### src/rtl/step_counter_pkg.sv
// Shared types for the step_counter block.
package counter_pkg;

    typedef enum logic {
        CNT_WRAP = 1'b0,
        CNT_SAT  = 1'b1
    } cnt_mode_t;

endpackage

### src/rtl/step_counter_if.sv
// Control/status bundle for step_counter; the prescale field exists only with STEP_COUNTER_PRESCALE_EN.
interface step_counter_if #(
    parameter int unsigned WIDTH      = 24,
    parameter int unsigned PRESCALE_W = 8
);
    import counter_pkg::*;

    logic             en;
    logic             up;
    cnt_mode_t        mode;
    logic [WIDTH-1:0] limit;
    logic             load;
    logic [WIDTH-1:0] load_value;
`ifdef STEP_COUNTER_PRESCALE_EN
    logic [PRESCALE_W-1:0] prescale;
`endif
    logic [WIDTH-1:0] value;
    logic             tc;

`ifdef STEP_COUNTER_PRESCALE_EN
    modport master (output en, up, mode, limit, load, load_value, prescale, input value, tc);
    modport slave  (input en, up, mode, limit, load, load_value, prescale, output value, tc);
`else
    modport master (output en, up, mode, limit, load, load_value, input value, tc);
    modport slave  (input en, up, mode, limit, load, load_value, output value, tc);
`endif

endinterface

### src/rtl/step_counter_tick_prescaler.sv
// Clock-enable divider: one tick every prescale+1 enabled cycles.
// Compiled only when STEP_COUNTER_PRESCALE_EN is defined.
`ifdef STEP_COUNTER_PRESCALE_EN
module tick_prescaler #(
    parameter int unsigned PRESCALE_W = 8
) (
    input  logic                  clk,
    input  logic                  reset,
    input  logic                  clr,
    input  logic                  en,
    input  logic [PRESCALE_W-1:0] prescale,
    output logic                  tick
);

    logic [PRESCALE_W-1:0] pc_q;
    logic [PRESCALE_W-1:0] pc_d;

    // >= rather than == so lowering prescale below pc never stalls the count
    assign tick = en && (pc_q >= prescale);

    always_comb begin
        pc_d = pc_q;
        if (clr || tick) begin
            pc_d = '0;
        end else if (en) begin
            pc_d = pc_q + PRESCALE_W'(1);
        end
    end

    always_ff @(posedge clk) begin
        if (reset) begin
            pc_q <= '0;
        end else begin
            pc_q <= pc_d;
        end
    end

endmodule
`endif

### src/rtl/step_counter.sv
// Programmable up/down counter with runtime limit, load, wrap/saturate and terminal-count pulse.
// Optional prescaler enabled by STEP_COUNTER_PRESCALE_EN.
module step_counter
    import counter_pkg::*;
#(
    parameter int unsigned WIDTH      = 24,
    parameter int unsigned STEP       = 1,
    parameter int unsigned PRESCALE_W = 8
) (
    input logic           clk,
    input logic           reset,
    step_counter_if.slave bus
);

    localparam int unsigned W1 = WIDTH + 1;
    localparam logic [W1-1:0] STEP_X = W1'(STEP);

    if (STEP == 0) begin : g_bad_step
        $error("step_counter: STEP must be at least 1");
    end
    if (PRESCALE_W == 0) begin : g_bad_prescale_w
        $error("step_counter: PRESCALE_W must be at least 1");
    end

    logic tick;

`ifdef STEP_COUNTER_PRESCALE_EN
    tick_prescaler #(
        .PRESCALE_W (PRESCALE_W)
    ) u_prescaler (
        .clk      (clk),
        .reset    (reset),
        .clr      (bus.load),
        .en       (bus.en),
        .prescale (bus.prescale),
        .tick     (tick)
    );
`else
    assign tick = bus.en;
`endif

    logic [WIDTH-1:0] value_q;
    logic [WIDTH-1:0] value_d;
    logic             tc_q;
    logic             tc_d;

    logic [W1-1:0] cur;
    logic [W1-1:0] lim;
    logic [W1-1:0] lim1;
    logic [W1-1:0] sum_up;
    logic [W1-1:0] wrap_up;
    logic [W1-1:0] diff_dn;
    logic [W1-1:0] wrap_dn;

    // All bound arithmetic at WIDTH+1 bits so nothing truncates before comparison
    always_comb begin
        value_d = value_q;
        tc_d    = 1'b0;
        cur     = {1'b0, value_q};
        lim     = {1'b0, bus.limit};
        lim1    = lim + W1'(1);
        sum_up  = cur + STEP_X;
        wrap_up = sum_up - lim1;
        diff_dn = cur - STEP_X;
        wrap_dn = cur + lim1 - STEP_X;

        if (bus.load) begin
            value_d = (bus.load_value > bus.limit) ? bus.limit : bus.load_value;
        end else if (tick) begin
            if (bus.up) begin
                if (sum_up <= lim) begin
                    value_d = WIDTH'(sum_up);
                end else begin
                    tc_d = 1'b1;
                    if (bus.mode == CNT_SAT) begin
                        value_d = bus.limit;
                    end else if (wrap_up > lim) begin
                        value_d = '0;
                    end else begin
                        value_d = WIDTH'(wrap_up);
                    end
                end
            end else begin
                if (cur >= STEP_X) begin
                    // limit may have been lowered beneath the count; clamp the stepped result
                    value_d = (diff_dn > lim) ? bus.limit : WIDTH'(diff_dn);
                end else begin
                    tc_d = 1'b1;
                    if (bus.mode == CNT_SAT) begin
                        value_d = '0;
                    end else if (wrap_dn > lim) begin
                        value_d = bus.limit;
                    end else begin
                        value_d = WIDTH'(wrap_dn);
                    end
                end
            end
        end
    end

    always_ff @(posedge clk) begin
        if (reset) begin
            value_q <= '0;
            tc_q    <= 1'b0;
        end else begin
            value_q <= value_d;
            tc_q    <= tc_d;
        end
    end

    assign bus.value = value_q;
    assign bus.tc    = tc_q;

endmodule

### src/flat_wrapper.sv
// flat-port wrapper written by rule: the top's interface ports become plain ports
module step_counter_flat import counter_pkg::*;
#(
    parameter int unsigned WIDTH      = 24,
    parameter int unsigned STEP       = 1,
    parameter int unsigned PRESCALE_W = 8
)
  (clk, reset, bus_en, bus_up, bus_mode, bus_limit, bus_load, bus_load_value, bus_value, bus_tc);
  step_counter_if #(.WIDTH(WIDTH), .PRESCALE_W(PRESCALE_W)) bus_i ();
  input logic clk;
  input logic reset;
  input wire logic [$bits(bus_i.en)-1:0] bus_en;
  input wire logic [$bits(bus_i.up)-1:0] bus_up;
  input wire logic [$bits(bus_i.mode)-1:0] bus_mode;
  input wire logic [$bits(bus_i.limit)-1:0] bus_limit;
  input wire logic [$bits(bus_i.load)-1:0] bus_load;
  input wire logic [$bits(bus_i.load_value)-1:0] bus_load_value;
  output wire logic [$bits(bus_i.value)-1:0] bus_value;
  output wire logic [$bits(bus_i.tc)-1:0] bus_tc;
  assign bus_i.en = bus_en;
  assign bus_i.up = bus_up;
  assign bus_i.mode = bus_mode;
  assign bus_i.limit = bus_limit;
  assign bus_i.load = bus_load;
  assign bus_i.load_value = bus_load_value;
  assign bus_value = bus_i.value;
  assign bus_tc = bus_i.tc;
  step_counter #(.WIDTH(WIDTH), .STEP(STEP), .PRESCALE_W(PRESCALE_W)) u_core (.clk(clk), .reset(reset), .bus(bus_i));
endmodule
### config.mk
export PLATFORM = sky130hd
export DESIGN_NAME = step_counter_flat
export DESIGN_NICKNAME = d
export VERILOG_FILES = /design/src/rtl/step_counter_pkg.sv /design/src/rtl/step_counter_if.sv /design/src/rtl/step_counter_tick_prescaler.sv /design/src/rtl/step_counter.sv /design/src/flat_wrapper.sv
export SDC_FILE = /design/constraint.sdc
export NUM_CORES = 1
export LEC_CHECK = 0
export BUFFER_PORTS_ARGS = -buffer_cell sky130_fd_sc_hd__buf_4
export CORE_UTILIZATION = 43
export CTS_CLUSTER_DIAMETER = 100
export CTS_CLUSTER_SIZE = 20
export DETAILED_ROUTE_END_ITERATION = 6
export PLACE_DENSITY = 0.66
export REMOVE_ABC_BUFFERS = 1
export SLEW_MARGIN = 20
export SYNTH_ARGS = -nofsm -noshare
export SYNTH_HDL_FRONTEND = slang
export SYNTH_HIERARCHICAL = 1
export SYNTH_SLANG_ARGS = --single-unit
### constraint.sdc
create_clock -name clk -period 10.2 [get_ports clk]
set_input_delay 2.04 -clock clk [delete_from_list [all_inputs] [get_ports clk]]
set_output_delay 2.04 -clock clk [all_outputs]
set_load 0.1 [all_outputs]
==> results of run 1 <==
[metal layers]
layer | vias to the layer above | GRT usage, %
met3 | 88 | 4.735
li1 | 4922 | -
met5 | - | 0
met1 | 5197 | 48.52
met4 | 0 | 12.60
met2 | 643 | 53.47
[area by class of cell]
cell class,count,share of cell area [%]
multi-input cells,1113,82.08
repair buffers,85,6.150
well taps,280,3.274
clock buffers,4,0.7366
flip-flops and latches,25,4.677
inverters,88,3.087
[Yosys cell counts (17+ instances only)]
cell type	n	share of area, %
nor3_1	34	1.7
nand2_1	100	3.8
xnor2_1	79	7.0
inv_1	86	3.3
ha_1	174	22
nand4_1	31	2.0
a21o_1	44	3.4
mux2i_1	42	4.3
o21ai_0	60	3.1
o21a_1	23	1.8
nor2b_1	17	1.1
nand3_1	32	1.6
dfxtp_1	25	5.1
xor2_1	27	2.4
a221o_1	17	1.7
a221oi_1	23	2.0
nor2_1	69	2.6
a21oi_1	67	3.4
clkbuf_1	37	1.4
[power breakdown]
group | switching (mW) | internal, mW | leakage, nW
logic | 0.772 | 0.446 | 4.63
registers | 0.0377 | 0.109 | 0.208
clock network | 0.0550 | 0.0544 | 0.0382
total | 0.864 | 0.609 | 4.88
[per-stage QoR]
stage / area [sq um] / instances / power (mW) / hold slack [ns]
after floorplan: 9590 / 1226 / 0.9696 / 1.094
after global placement: 10600 / 1590 / 1.308 / 0.7085
after detailed placement: 10620 / 1591 / 1.314 / 0.6976
after CTS: 10700 / 1595 / 1.428 / 0.7169
after global routing: 10700 / 1595 / 1.563 / 0.7658
final: 10700 / 1595 / 1.474 / 0.7254
[registers in the layout (all words and copies together), names as in the netlist]
name	flops
u_core/bus.value	24
u_core/bus.tc	1
[how the worst max path moves through the flow]
stage	start	end	slack [ns]	cells after the start
global route	bus_limit[0]	u_core/bus.value[2]	0.73	26
detailed placement	bus_limit[0]	u_core/bus.value[2]	1.13	26
CTS	bus_limit[0]	u_core/bus.value[2]	1.36	26
global placement	bus_limit[0]	u_core/bus.value[2]	1.21	26
finish	bus_limit[0]	u_core/bus.value[2]	1.18	26
floorplan	bus_limit[0]	u_core/bus.value[2]	2.68	24
[tightest hold or removal path, delay by kind of cell (launching register included)]
family          cells  cell delay (ns)
compound gates      2             0.28
flops               1             0.39
[cell families after synthesis]
logic type | count (synthesis) | synth area share (%)
adders and majority gates | 178 | 22.74
AOI/OAI and AO/OA | 385 | 28.52
DFF | 25 | 5.085
xor gates and xnor gates | 110 | 10.21
and+or+nand+nor | 392 | 22.52
muxes | 48 | 4.995
buffers and inverters | 145 | 5.923
[cell usage in the layout, fill, tap and decap left out, drive strengths merged, types with 29 or more instances in the layout]
cell type | synthesis | routed
a21o | 44 | 44
a21oi | 67 | 67
buf | 19 | 85
ha | 174 | 174
inv | 88 | 88
mux2i | 42 | 42
nand2 | 101 | 101
nand3 | 36 | 36
nand4 | 33 | 33
nor2 | 72 | 72
nor3 | 37 | 37
o21ai | 70 | 70
xnor2 | 81 | 81
xor2 | 29 | 29
==> results.json, run 1 <==
{
  "first_pass_iters": 6,
  "chipHeight_um": 153.3,
  "worstSetupStartpointType": "input pin",
  "coreArea_sq_um": 22160,
  "synth_cell_types": 100,
  "reg2reg_slack_ns": 2.39,
  "routed_wl_um": 41680,
  "r2r_end": "u_core/bus.value[5]",
  "cap_violations": 0,
  "vias_per_cell": 6.803,
  "first_iter_violations": 1204,
  "fin_crit_ns": 9.019,
  "cts_setup_buffers": 0,
  "grt_start_max_net_pins": 30,
  "maxSlewHeadroom_pct": 17.17,
  "cts_resized": 0,
  "syn2layout_area_growth_pct": 8.720,
  "cts.clk_slew.worst_paths_ns": 0.10,
  "fin_worst_skew_ns": 0.01139,
  "cp-end-kind": "flop",
  "cp_max_fo": 13,
  "hold_class": "flop to flop",
  "pin_count": 79,
  "hpwl_um": 33030,
  "grt_first_pass_wirelength_um": 62140,
  "period_share_pct": 88.42,
  "netlist_instances": 1283,
  "status": "completed",
  "fin_ws_ns": 1.181,
  "ys_seq_elements": 25,
  "syn-cell-area_sq_um": 9843,
  "wl_met2_um": 17900,
  "start_util_pct": 44.42,
  "ff2ff_path_depth": 26,
  "vdd_ir_drop_max_v": 0.00007416,
  "criticalPathCategory": "input pin to flop",
  "rows": 54,
  "hp-start": "u_core/bus.value[20]",
  "vias": 10850,
  "place_congestion": 0.9835,
  "met1_length_um": 18320,
  "synthArstFlopShare_pct": 0,
  "cpPeakStageDelay_ns": 0.55,
  "wl_per_cell_um": 26.13,
  "die_w_um": 153.3,
  "ant_nets": 0,
  "min_path_cells": 2,
  "antenna_found_initial": 0,
  "gr-total-overflow": 0,
  "root_buffer": "clkbuf_16",
  "clock_sinks": 25,
  "avgSynthCellArea_sq_um": 7.672,
  "drive_gt1_share_pct": 11.79,
  "top_layer": "met4",
  "hold_viol": 0,
  "cp_common_cell": "ha_1",
  "cts.path.max_buffers": 2,
  "fmax_mhz": 110.9,
  "worst_slew_pin_slew_ns": 1.233,
  "ys_seq_area_share_pct": 5.085,
  "die_area_sq_um": 23500,
  "tns_ns": 0,
  "reg2reg_from": "u_core/bus.value[9]",
  "fin_nets": 1546,
  "drv_slew": 0,
  "arrival_ns": 9.21,
  "leakagePower_nw": 4.876,
  "drc_errors": 0,
  "cts_hold_buf": 0,
  "power_density_nw_per_um2": 137.7,
  "grtUsageTotal_pct": 34.60,
  "crit_required_ns": 10.39,
  "cts_tree": "yes",
  "multi_input_area_sq_um": 8783,
  "htree_levels": 1,
  "synth_warnings": 6,
  "wl_met3_um": 3895,
  "regArea_sq_um": 500.5,
  "min_to": "u_core/bus.value[20]",
  "numCtsBuffers": 3,
  "crit_buf_inv": 3,
  "fillCellCount": 2212,
  "rsz0062_at_grt": "no",
  "grt_pass1_vias": 9880,
  "port_buffers": 78,
  "fin_util_pct": 48.29,
  "critPathSlowestCell": "nor2_2",
  "setup_viol": 0,
  "critPathTopFamily": "compound AO/OA/AOI/OAI gates",
  "synth-edff-count": 0,
  "synth_flop_cell": "dfxtp_1",
  "pre_cts_slack_ns": 1.130,
  "worstSkewPairLatency_ns": 0.29,
  "diodes": 0
}
No activity file was read; power rests on OpenSTA's default activity.
==> inputs of run 2 (changes only) <==
--- a/config.mk
+++ b/config.mk
@@ -7,9 +7,10 @@
 export LEC_CHECK = 0
 export BUFFER_PORTS_ARGS = -buffer_cell sky130_fd_sc_hd__buf_4
-export CORE_UTILIZATION = 43
+export CAP_MARGIN = 30
+export CORE_UTILIZATION = 45
 export CTS_CLUSTER_DIAMETER = 100
 export CTS_CLUSTER_SIZE = 20
 export DETAILED_ROUTE_END_ITERATION = 6
-export PLACE_DENSITY = 0.66
+export PLACE_DENSITY = 0.69
 export REMOVE_ABC_BUFFERS = 1
 export SLEW_MARGIN = 20
==> constraint.sdc (replaced) <==
create_clock -name clk -period 10.2 [get_ports clk]
set_input_delay 2.55 -clock clk [delete_from_list [all_inputs] [get_ports clk]]
set_output_delay 2.55 -clock clk [all_outputs]
set_load 0.1 [all_outputs]
==> run 2 against run 1 <==
Register-to-register slack got worse by 0.41 ns. Design area is essentially flat. Count of clock-buffer cells in the layout unchanged. Wire length is 0.79% higher. Largest cell class unchanged. Largest power group unchanged.
==> results.json, run 2 (synthesized netlist as in run 1, its figures left out) <==
{
  "critPathSlowestCell": "a21oi_1",
  "power_density_nw_per_um2": 138.6,
  "drive_gt1_share_pct": 12.05,
  "grt_pass1_vias": 10220,
  "syn2layout_area_growth_pct": 8.809,
  "crit_required_ns": 10.38,
  "routed_wl_um": 42010,
  "reg2reg_slack_ns": 1.98,
  "port_buffers": 78,
  "ant_nets": 0,
  "drc_errors": 0,
  "fmax_mhz": 106.7,
  "die_area_sq_um": 22470,
  "cts.clk_slew.worst_paths_ns": 0.09,
  "power.total_mw": 1.484,
  "rsz0062_at_grt": "no",
  "setup_viol": 0,
  "cts_setup_buffers": 0,
  "leakagePower_nw": 4.890,
  "hpwl_um": 33180,
  "cp_max_fo": 21,
  "final_cell_mix": "ha_1, nand2_1, buf_4",
  "finalNonFillerCells": 1594,
  "chipHeight_um": 149.9,
  "cpPeakStageDelay_ns": 0.47,
  "diodes": 0,
  "worst_slew_pin_slew_ns": 1.057,
  "first_iter_violations": 1235,
  "pre_cts_slack_ns": 0.8307,
  "critPathTopFamily": "compound AO/OA/AOI/OAI gates",
  "first_pass_iters": 5,
  "maxSlewHeadroom_pct": 29.25,
  "fin_worst_skew_ns": 0.005464,
  "cp_common_cell": "ha_1",
  "fin_util_pct": 50.47,
  "hold_viol": 0,
  "period_share_pct": 91.86,
  "gr-total-overflow": 0,
  "grt_start_max_net_pins": 30,
  "cts.path.max_buffers": 2,
  "fin_crit_ns": 9.370,
  "cap_violations": 0,
  "tns_ns": 0,
  "antenna_found_initial": 1,
  "arrival_ns": 9.55,
  "vias": 10900,
  "worstSetupStartpointType": "input pin",
  "fin_nets": 1550,
  "place_congestion": 1.002,
  "clock_sinks": 25,
  "placed_cells": 1589,
  "coreArea_sq_um": 21220,
  "cp-end-kind": "flop",
  "wl_per_cell_um": 26.36,
  "status": "completed",
  "pin_count": 79,
  "rows": 53,
  "vias_per_cell": 6.838,
  "grtUsageTotal_pct": 37.30,
  "crit_buf_inv": 2,
  "fin_ws_ns": 0.8304,
  "criticalPathCategory": "input pin to flop",
  "hold_class": "flop to flop",
  "cts_tree": "yes",
  "grt_first_pass_wirelength_um": 62090,
  "final_common_cell": "ha_1",
  "numCtsBuffers": 3,
  "start_util_pct": 46.39,
  "htree_levels": 1,
  "root_buffer": "clkbuf_16",
  "die_w_um": 149.9,
  "cts_hold_buf": 0,
  "worstSkewPairLatency_ns": 0.29,
  "drv_slew": 0,
  "fillCellCount": 2176,
  "largest_reg_flops": 24,
  "cts_resized": 0,
  "vdd_ir_drop_max_v": 0.00007703
}
-- run 2: tightest hold or removal path, stage by stage (launching register included) --
cell and delay (ns):
dfxtp_1 0.41, o21ai_0 0.20, o211ai_1 0.09
-- run 2: per-layer routing --
metal  track usage (%)  wire length, um
met1             48.67            17500
met2             57.57            17770
met3             8.140             4371
met4             18.38             2361
met5                 0               15
-- run 2: final cells by class --
type | count | area, sq um | area share [%]
multi-input combinational | 1113 | 8785 | 82.02
timing repair buffer | 89 | 671.9 | 6.273
sequential | 25 | 500.5 | 4.673
tap | 275 | 344.1 | 3.213
inverter | 88 | 330.3 | 3.084
clock buffer | 4 | 78.83 | 0.7360
-- run 2: through the flow --
| step | hold slack, ns | instance area (sq um) |
|---|---|---|
| final | 0.7458 | 10710 |
| after global routing | 0.8012 | 10710 |
| after CTS | 0.7417 | 10700 |
| after detailed placement | 0.7245 | 10620 |
| after global placement | 0.7360 | 10620 |
| after floorplan | 1.094 | 9590 |
-- run 2: final timing paths --
| check | from | end | cells past startpoint |
|---|---|---|---|
| max | bus_limit[0] | u_core/bus.value[2] | 25 |
| min | u_core/bus.value[20] | u_core/bus.value[20] | 2 |
| max reg2reg | u_core/bus.value[0] | u_core/bus.value[2] | 27 |
| min reg2reg | u_core/bus.value[20] | u_core/bus.value[20] | 2 |
-- run 2: report_power, final --
part / internal, mW / total [mW] / leakage (nW) / switching [mW]
sequential: 0.109 / 0.148 / 0.208 / 0.0391
combinational: 0.448 / 1.23 / 4.64 / 0.779
clock: 0.0544 / 0.109 / 0.0382 / 0.0549
total: 0.611 / 1.48 / 4.89 / 0.873
